**src/rtl/fmpadding_axis.sv**
```systemverilog
`default_nettype none
// ============================================================================
// fmpadding_axis : zero-pads an NHWC feature-map stream on all four sides
// Rev 1.0
// ============================================================================
module fmpadding_axis #(
  parameter int BIT_WIDTH  = 8,
  parameter int SIMD       = 4,
  parameter int CHANNELS   = 16,
  parameter int IMG_W      = 8,
  parameter int IMG_H      = 8,
  parameter int PAD_LEFT   = 1,
  parameter int PAD_RIGHT  = 1,
  parameter int PAD_TOP    = 1,
  parameter int PAD_BOTTOM = 1
) (
  input  logic                      ap_clk,
  input  logic                      ap_rst,
  input  logic                      in0_V_V_TVALID,
  output logic                      in0_V_V_TREADY,
  input  logic [BIT_WIDTH*SIMD-1:0] in0_V_V_TDATA,
  output logic                      out_V_V_TVALID,
  input  logic                      out_V_V_TREADY,
  output logic [BIT_WIDTH*SIMD-1:0] out_V_V_TDATA
);

  localparam int C_CF = CHANNELS / SIMD;
  localparam int C_OW = PAD_LEFT + IMG_W + PAD_RIGHT;
  localparam int C_OH = PAD_TOP + IMG_H + PAD_BOTTOM;
  localparam int C_FW = (C_CF > 1) ? $clog2(C_CF) : 1;
  localparam int C_XW = (C_OW > 1) ? $clog2(C_OW) : 1;
  localparam int C_YW = (C_OH > 1) ? $clog2(C_OH) : 1;
  localparam int C_DW = BIT_WIDTH * SIMD;

  logic [C_FW-1:0] f_q, f_d;
  logic [C_XW-1:0] x_q, x_d;
  logic [C_YW-1:0] y_q, y_d;
  logic [C_DW-1:0] data_q, data_d;
  logic            valid_q, valid_d;

  logic w_pad;
  logic w_load_en;
  logic w_advance;
  int   w_xi;
  int   w_yi;

  // Signed compares keep zero-width pads from collapsing to constant checks.
  always_comb begin
    w_xi  = int'(x_q);
    w_yi  = int'(y_q);
    w_pad = (w_yi < PAD_TOP) || (w_yi >= PAD_TOP + IMG_H) ||
            (w_xi < PAD_LEFT) || (w_xi >= PAD_LEFT + IMG_W);
  end

  assign w_load_en      = !valid_q || out_V_V_TREADY;
  assign in0_V_V_TREADY = !ap_rst && w_load_en && !w_pad;
  assign w_advance      = w_load_en && (w_pad || in0_V_V_TVALID);

  always_comb begin
    f_d     = f_q;
    x_d     = x_q;
    y_d     = y_q;
    data_d  = data_q;
    valid_d = valid_q;
    if (w_advance) begin
      data_d  = w_pad ? '0 : in0_V_V_TDATA;
      valid_d = 1'b1;
      if (f_q == C_FW'(C_CF - 1)) begin
        f_d = '0;
        if (x_q == C_XW'(C_OW - 1)) begin
          x_d = '0;
          y_d = (y_q == C_YW'(C_OH - 1)) ? '0 : y_q + C_YW'(1);
        end else begin
          x_d = x_q + C_XW'(1);
        end
      end else begin
        f_d = f_q + C_FW'(1);
      end
    end else if (out_V_V_TREADY) begin
      valid_d = 1'b0;
    end
  end

  always_ff @(posedge ap_clk or posedge ap_rst) begin
    if (ap_rst) begin
      f_q     <= '0;
      x_q     <= '0;
      y_q     <= '0;
      data_q  <= '0;
      valid_q <= 1'b0;
    end else begin
      f_q     <= f_d;
      x_q     <= x_d;
      y_q     <= y_d;
      data_q  <= data_d;
      valid_q <= valid_d;
    end
  end

  assign out_V_V_TVALID = valid_q;
  assign out_V_V_TDATA  = data_q;

endmodule
`default_nettype wire

```
**config.mk**
```make
export PLATFORM = sky130hd
export DESIGN_NAME = fmpadding_axis
export DESIGN_NICKNAME = d
export VERILOG_FILES = /design/src/rtl/fmpadding_axis.sv
export SDC_FILE = /design/constraint.sdc
export NUM_CORES = 1
export LEC_CHECK = 0
export CORE_MARGIN = 1
export CORE_UTILIZATION = 35
export CTS_BUF_LIST = sky130_fd_sc_hd__clkbuf_16
export CTS_CLUSTER_DIAMETER = 30
export DETAILED_ROUTE_END_ITERATION = 12
export PLACE_DENSITY_LB_ADDON = 0.08
export REMOVE_ABC_BUFFERS = 1
export SYNTH_ARGS = -nofsm -noshare
export SYNTH_HDL_FRONTEND = slang
export SYNTH_SLANG_ARGS = --single-unit
```
**constraint.sdc**
```tcl
create_clock -name ap_clk -period 2.05 [get_ports ap_clk]
set_input_delay 0.3075 -clock ap_clk [delete_from_list [all_inputs] [get_ports ap_clk]]
set_output_delay 0.3075 -clock ap_clk [all_outputs]
set_load 0.01 [all_outputs]
```
==> out/results.tsv, run 1 <==
metric	value	unit
status	finished clean	
largest area contributor in the netlist	dfrtp_1	
Root Buffer	clkbuf_16	
CTS sink cnt	43	
vias in the first global route	1365	
YS warnings	0	
Worst-Margin Slew	426	ps
Ports	70	
async set-reset flop share out of synthesis	100	%
CP Launch Type	register	
Final setup violation count	0	
final instance area	0.00281	mm^2
Hold WC Path Type	input port to async pin	
fin cells	278	
Synth Flop Type	dfrtp_1	
H-Tree Depth	2	
Arr. time, crit path	1680	ps
clock slew at reported path FFs	60	ps
grt total ovfl	0	
DIE WIDTH	73.9	um
worst endpoint required time	1740	ps
Vias	1383	
leakage	1.23	nW
Layout Area Growth over Synthesis	54.8	%
core area	0.00485	mm^2
Pwr Total	0.00371	W
postcts setup bufs	0	
Ant. Diodes	0	
maximum vdd drop	0.795	mV
count leader, synth	dfrtp_1	
vias per cell	4.97	
largest fanout on the critical path	5	
GPL Wtd Cong	0.805	
Starting Density	37.4	%
Tcrit/Tclk final	96.8	%
Synth area leaders	dfrtp_1, a22o_1, buf_6	
Chip Height	73.9	um
Synth Instances	130	
HPWL after DPL	2.95	mm
# DRC	0	
global-route wire length before repair	6.49	mm
final hold slack	324	ps
Placed Cells	270	
largest net degree at the start of global routing	39	
DP Area	0.00262	mm^2
most frequent cells after synthesis	dfrtp_1, a22o_1, buf_6, inv_1, xnor2_1	
initial detailed-routing violation count	64	
Routed WL	4.13	mm
Final Hold Vio Count	0	
sequential area share after synthesis	59.4	%
Slew headroom	71.5	%
max_cap viols	0	
Fmax	0.504	GHz
share of cells above drive strength 1	16.1	%
crit path capture type	output port	
Post-Syn Area per Cell	13.9	um^2
Yosys cell types	34	
fin. max-slew vios	0	
fin util	57.9	%
Cell Area, Synth	0.00181	mm^2
gr usage total	15.9	%
synthesized flop and latch total	43	
Final Skew	5.27	ps
Final ANT Viol Nets	0	
Row Count	25	
Crit Path Category	register to output port	
Net count, final	247	
pwr/cell area	1320	mW/mm^2
crit path time final	1980	ps
Port Buffers	69	
initial antenna violation count	0	
TritonCTS Buffers	5	
Die Footprint	0.00547	mm^2
CTS tree	built	
drt pass-1 iters	4	
RSZ-0062 raised after global routing	no	
clk buf depth	2	
wire per inst	14.8	um
Worst-Skew Late Latency	280	ps
Synth top area share	59.4	%
EDFF count, synth	0	
cell families after synthesis:
| logic type | share of synthesized area [%] |
|---|---|
| DFF | 59.4 |
| adders and majority gates | 0.690 |
| xor gates and xnor gates | 1.93 |
| buffers and inverters | 5.59 |
| muxes | 1.80 |
| and+or+nand+nor | 8.84 |
| AOI/OAI and AO/OA | 21.8 |
cell usage in the layout (no fill, tap or decap), types with 2 or more instances in the layout:
| master | instances |
|---|---|
| mux2_2 | 2 |
| nor3b_1 | 2 |
| a22o_1 | 32 |
| clkbuf_16 | 5 |
| buf_4 | 11 |
| buf_12 | 2 |
| clkdlybuf4s50_1 | 68 |
| o21ai_0 | 2 |
| o211ai_1 | 3 |
| nand2_1 | 2 |
| or4_4 | 2 |
| dfrtp_1 | 42 |
| inv_1 | 4 |
| and3_1 | 2 |
| nand4_1 | 2 |
| nor2b_1 | 2 |
| xnor2_1 | 4 |
sequential cells by signal, indices dropped and copies added, names as in the netlist:
signal and count:
f_q 2, out_V_V_TDATA 32, out_V_V_TVALID 1, x_q 4
y_q 4
final cells by class:
| type | instances | area [um^2] |
|---|---|---|
| fillers | 415 | 2040 |
| flip-flops and latches | 43 | 1080 |
| repair buffers | 82 | 812 |
| multi-input cells | 74 | 648 |
| clock buffers | 5 | 125 |
| well taps | 67 | 83.8 |
| clock inverters | 3 | 43.8 |
| inverters | 4 | 15.0 |
through the flow:
step,setup WS (ps),TNS [ps]
floorplan,-1.61,-3.22
global placement,72.8,0
detailed placement,49.1,0
CTS,56.6,0
global route,9.86,0
finish,65.6,0
what timing repair did:
item	in CTS	in global routing
gates resized for setup	4	0
hold buffers	0	0
endpoints found under the setup margin	1	0
worst paths after layout:
check | startpoint | end | slack [ps] | depth (start not counted)
max | y_q[0] | in0_V_V_TREADY | 70 | 4
min | ap_rst | out_V_V_TDATA[5] | 320 | 2
max reg2reg | y_q[0] | out_V_V_TDATA[9] | 180 | 6
min reg2reg | out_V_V_TDATA[21] | out_V_V_TDATA[21] | 500 | 1
max in group asynchronous | ap_rst | x_q[1] | 1230 | 3
min in group ap_clk | out_V_V_TDATA[21] | out_V_V_TDATA[21] | 500 | 1
layer usage:
| layer | GRT usage, % | vias to the layer above | routed length (um) |
|---|---|---|---|
| met5 | 0 | - | 0 |
| met4 | 5.13 | 0 | 24 |
| met3 | 3.93 | 2 | 265 |
| met2 | 23.9 | 53 | 1950 |
| met1 | 22.6 | 676 | 1890 |
| li1 | - | 652 | - |
worst max-delay path: stages (launching register included):
cell and delay [ps]:
dfrtp_1 420, or4_4 540, nand4_4 110, nor3b_1 50
dlygate4sd2_1 280
power breakdown:
part           internal (W)  leakage (nW)  switching (W)
clock network      0.000574        0.0838       0.000315
registers           0.00114         0.562       0.000203
logic              0.000856         0.580       0.000624
Power figures use the tool's default switching activity.
==> inputs of run 2 (changes only) <==
--- a/config.mk
+++ b/config.mk
@@ -5,8 +5,9 @@
 export SDC_FILE = /design/constraint.sdc
 export NUM_CORES = 1
 export LEC_CHECK = 0
+export CORE_ASPECT_RATIO = 1.25
 export CORE_MARGIN = 1
-export CORE_UTILIZATION = 35
+export CORE_UTILIZATION = 40
 export CTS_BUF_LIST = sky130_fd_sc_hd__clkbuf_16
 export CTS_CLUSTER_DIAMETER = 30
 export DETAILED_ROUTE_END_ITERATION = 12
==> out/results.tsv, run 2 (synthesized netlist as in run 1, its figures left out) <==
metric	value	unit
CTS hold repair buffers	0	
Starting Density	41.3	%
internal power	0.00245	W
Final setup violation count	0	
Die Footprint	0.00480	mm^2
met3 wire length	165	um
worst endpoint required time	1740	ps
Net count, final	248	
Sequential Power Share	37.7	%
Worst-Skew Late Latency	270	ps
crit path time final	1980	ps
DIE WIDTH	62.2	um
post-place setup slack	-35.4	ps
Worst-Margin Slew	805	ps
commonest non-fill, non-tap cell in the layout	clkdlybuf4s50_1	
Slew headroom	46.0	%
initial antenna violation count	0	
net switching power	0.00113	W
max_cap viols	0	
most frequent cells in the layout	clkdlybuf4s50_1, dfrtp_1, a22o_1	
Ports	70	
status	finished clean	
share of cells above drive strength 1	16.1	%
Final Skew	3.78	ps
reg2reg start	y_q[1]	
metal2 WL	2.22	mm
initial detailed-routing violation count	33	
Final ANT Viol Nets	0	
largest fanout on the critical path	5	
Hold WC Path Type	input port to async pin	
wire per inst	15.8	um
grt total ovfl	0	
CTS sink cnt	43	
Cell Chain, Critical Path	or4_4, nand4_4, nor3b_1, clkdlybuf4s15_1	
Crit Path Category	register to output port	
Max Used Layer	met4	
cell family contributing the most delay on the critical path	simple AND/OR/NAND/NOR gates	
CP startpoint	y_q[1]	
Final Hold Vio Count	0	
core area	0.00439	mm^2
fin. max-slew vios	0	
clk buf depth	2	
CP max stage delay	560	ps
H-Tree Depth	2	
crit path capture type	output port	
global-route wire length before repair	7.27	mm
maximum vdd drop	0.698	mV
Worst R2R Setup Slack	130	ps
Port Buffers	69	
Ant. Diodes	0	
vias per cell	5.18	
RSZ-0062 raised after global routing	no	
pwr/cell area	1290	mW/mm^2
Layout Area Growth over Synthesis	53.1	%
Fmax	0.505	GHz
Final WS setup	69.8	ps
fin util	63.2	%
Setup TNS Final	0	ps
largest net degree at the start of global routing	23	
CP Launch Type	register	
CTS tree	built	
TritonCTS Buffers	5	
Logic pwr share	42.1	%
GPL Wtd Cong	0.755	
gr usage total	19.0	%
HPWL after DPL	3.20	mm
Tcrit/Tclk final	96.6	%
max reg flops	32	
Chip Height	77.2	um
Buf/Inv on CP	1	
vias in the first global route	1558	
clock slew at reported path FFs	60	ps
Routed WL	4.25	mm
drt pass-1 iters	4	
clock network power share	20.2	%
# DRC	0	
M1 WL	1.80	mm
Arr. time, crit path	1670	ps
Row Count	27	
sw frac	31.6	%
fill count	353	
Root Buffer	clkbuf_16	
Vias	1394	
CP max-delay cell	or4_4	
leakage	1.21	nW
## run 2: worst paths after layout
kind | to | cells past startpoint
min | y_q[0] | 2
min in group ap_clk | out_V_V_TDATA[24] | 1
max reg2reg | out_V_V_TDATA[3] | 6
max | in0_V_V_TREADY | 4
max in group asynchronous | out_V_V_TDATA[31] | 3
min reg2reg | out_V_V_TDATA[24] | 1
## run 2: worst register-to-register path: stages (launching register included)
cell and delay, ps:
dfrtp_2 450, or4_4 560, nand4_4 110, buf_4 180
o21ai_4 80, buf_4 190, a22o_1 240
## run 2: power by group through the flow
stage / combinational, W / sequential, W / clock, W
6_report: 0.00151 / 0.00135 / 0.000724
5_1_grt: 0.00163 / 0.00139 / 0.000787
4_1_cts: 0.00151 / 0.00135 / 0.000749
3_5_place_dp: 0.00149 / 0.00134 / 0
3_3_place_gp: 0.00146 / 0.00133 / 0
2_1_floorplan: 0.000560 / 0.00144 / 0
## run 2: routing by layer
layer	vias up	global-route usage (%)
li1	654	-
met5	-	0
met1	694	23.4
met2	38	32.7
met3	8	5.06
met4	0	5.12
## run 2: per-stage QoR
step	std cells	hold slack, ps	power [W]	cell area [um^2]
after global routing	269	495	0.00381	2770
after CTS	269	454	0.00361	2760
after global placement	262	488	0.00279	2610
final	269	447	0.00359	2770
after detailed placement	262	490	0.00283	2610
after floorplan	121	425	0.00200	1730
## run 2: layout make-up
| cell class | instances | area, um^2 | area share, % |
|---|---|---|---|
| clock buffers | 5 | 125 | 4.51 |
| clock inverters | 2 | 8.76 | 0.316 |
| inverters | 4 | 15.0 | 0.541 |
| multi-input cells | 74 | 667 | 24.0 |
| flip-flops and latches | 43 | 1080 | 38.8 |
| well taps | 58 | 72.6 | 2.62 |
| repair buffers | 83 | 808 | 29.1 |
## run 2: what timing repair did
action | in CTS | in global routing
setup endpoints to repair | 23 | 18
buffers inserted | 0 | 0
endpoints found under the hold margin | 0 | 0
resized for setup | 5 | 3
==> inputs of run 3 (changes only) <==
--- a/config.mk
+++ b/config.mk
@@ -7,7 +7,7 @@
 export LEC_CHECK = 0
 export CORE_ASPECT_RATIO = 1.25
 export CORE_MARGIN = 1
-export CORE_UTILIZATION = 40
+export CORE_UTILIZATION = 39
 export CTS_BUF_LIST = sky130_fd_sc_hd__clkbuf_16
 export CTS_CLUSTER_DIAMETER = 30
 export DETAILED_ROUTE_END_ITERATION = 12
==> out/results.tsv, run 3 (synthesized netlist as in run 1, its figures left out) <==
metric	value	unit
largest net degree at the start of global routing	44	
GPL Wtd Cong	0.791	
CP Launch Type	register	
Cell Chain, Critical Path	or4_4, nand4_4, nor3b_1, clkdlybuf4s15_1	
Final ANT Viol Nets	0	
Buf/Inv on CP	1	
pwr/cell area	1300	mW/mm^2
CTS tree	built	
# DRC	0	
vias in the first global route	1546	
Routed WL	4.18	mm
internal power	0.00245	W
wire per inst	15.4	um
CTS sink cnt	43	
Net count, final	249	
Tcrit/Tclk final	95.3	%
global-route wire length before repair	7.33	mm
TritonCTS Buffers	5	
Slew headroom	57.1	%
status	finished clean	
grt total ovfl	0	
Ports	70	
fin. max-slew vios	0	
Starting Density	40.9	%
H-Tree Depth	2	
Root Buffer	clkbuf_16	
gr usage total	18.9	%
fin util	62.5	%
max reg flops	32	
Worst-Margin Slew	643	ps
most frequent cells in the layout	clkdlybuf4s50_1, dfrtp_1, a22o_1	
net switching power	0.00114	W
Row Count	27	
Logic pwr share	42.0	%
fill count	365	
clock network power share	20.2	%
initial antenna violation count	0	
Sequential Power Share	37.7	%
RSZ-0062 raised after global routing	no	
Crit Path Category	register to output port	
drt pass-1 iters	4	
Pwr Total	0.00360	W
Port Buffers	69	
Final Hold Vio Count	0	
Chip Height	78.2	um
clock slew at reported path FFs	60	ps
share of cells above drive strength 1	16.4	%
CP max-delay cell	or4_4	
sw frac	31.7	%
Most Crowded Layer GR	met2	
vias per cell	5.21	
Worst-Skew Late Latency	280	ps
met1 usage	23.0	%
Final Skew	4.77	ps
Arr. time, crit path	1650	ps
Layout Area Growth over Synthesis	52.8	%
core area	0.00443	mm^2
cell family contributing the most delay on the critical path	simple AND/OR/NAND/NOR gates	
Fmax	0.512	GHz
maximum vdd drop	0.637	mV
worst endpoint required time	1740	ps
max_cap viols	0	
Setup TNS Final	0	ps
DIE WIDTH	63.0	um
final instance area	0.00277	mm^2
initial detailed-routing violation count	46	
Die Footprint	0.00492	mm^2
crit path capture type	output port	
leakage	1.22	nW
grt met2 use	31.6	%
Final setup violation count	0	
HPWL after DPL	3.12	mm
Ant. Diodes	0	
CP max stage delay	560	ps
crit path time final	1950	ps
largest fanout on the critical path	3	
DP Area	0.00261	mm^2
met3 global-route usage	5.09	%
Hold WC Path Type	input port to async pin	
CTS hold repair buffers	0	
clk buf depth	2	
commonest non-fill, non-tap cell in the layout	clkdlybuf4s50_1	
Vias	1412	
## run 3: final cells by class
cell class                 count  area, um^2  share of cell area (%)
sequential                    43        1080                    39.0
timing repair buffer          84         816                    29.5
multi-input combinational     74         648                    23.4
clock buffer                   5         125                    4.52
tap                           58        72.6                    2.62
inverter                       4        15.0                   0.542
clock inverter                 3        12.5                   0.452
## run 3: power by group through the flow
stage / combinational, W / sequential (W) / clock, W
after floorplan: 0.000560 / 0.00144 / 0
after global placement: 0.00144 / 0.00134 / 0
after detailed placement: 0.00149 / 0.00136 / 0
after CTS: 0.00153 / 0.00135 / 0.000757
after global routing: 0.00164 / 0.00140 / 0.000786
final: 0.00151 / 0.00136 / 0.000727
## run 3: final timing paths
path | startpoint | to | slack [ps] | depth (start not counted)
worst max-delay path | y_q[1] | in0_V_V_TREADY | 100 | 4
worst min-delay path | ap_rst | out_V_V_TVALID | 500 | 3
worst max register to register | y_q[1] | out_V_V_TDATA[7] | 150 | 6
worst min register to register | out_V_V_TDATA[14] | out_V_V_TDATA[14] | 500 | 1
max in group asynchronous | ap_rst | x_q[2] | 1160 | 3
min in group ap_clk | out_V_V_TDATA[14] | out_V_V_TDATA[14] | 500 | 1
## run 3: worst min-delay path: cells and delay by family
| family | cells | cell delay, ps |
|---|---|---|
| buffers and inverters | 3 | 930 |
## run 3: metal layers
layer | share of wire, % | wire length [um]
met5 | 0 | 0
met4 | 2.1 | 87
met3 | 4.5 | 187
met2 | 53 | 2200
met1 | 41 | 1710
## run 3: timing repair
action,in CTS,in global routing
gates resized for setup,3,3
endpoints found under the setup margin,1,20
setup buffers,1,0
## run 3: per-stage QoR
stage                     hold WS (ps)  worst slack [ps]  instances
after floorplan                    425             -1.61        121
after global placement             488              78.2        262
after detailed placement           491              39.4        262
after CTS                          507              17.4        271
after global routing               525              9.83        271
final                              499              97.0        271
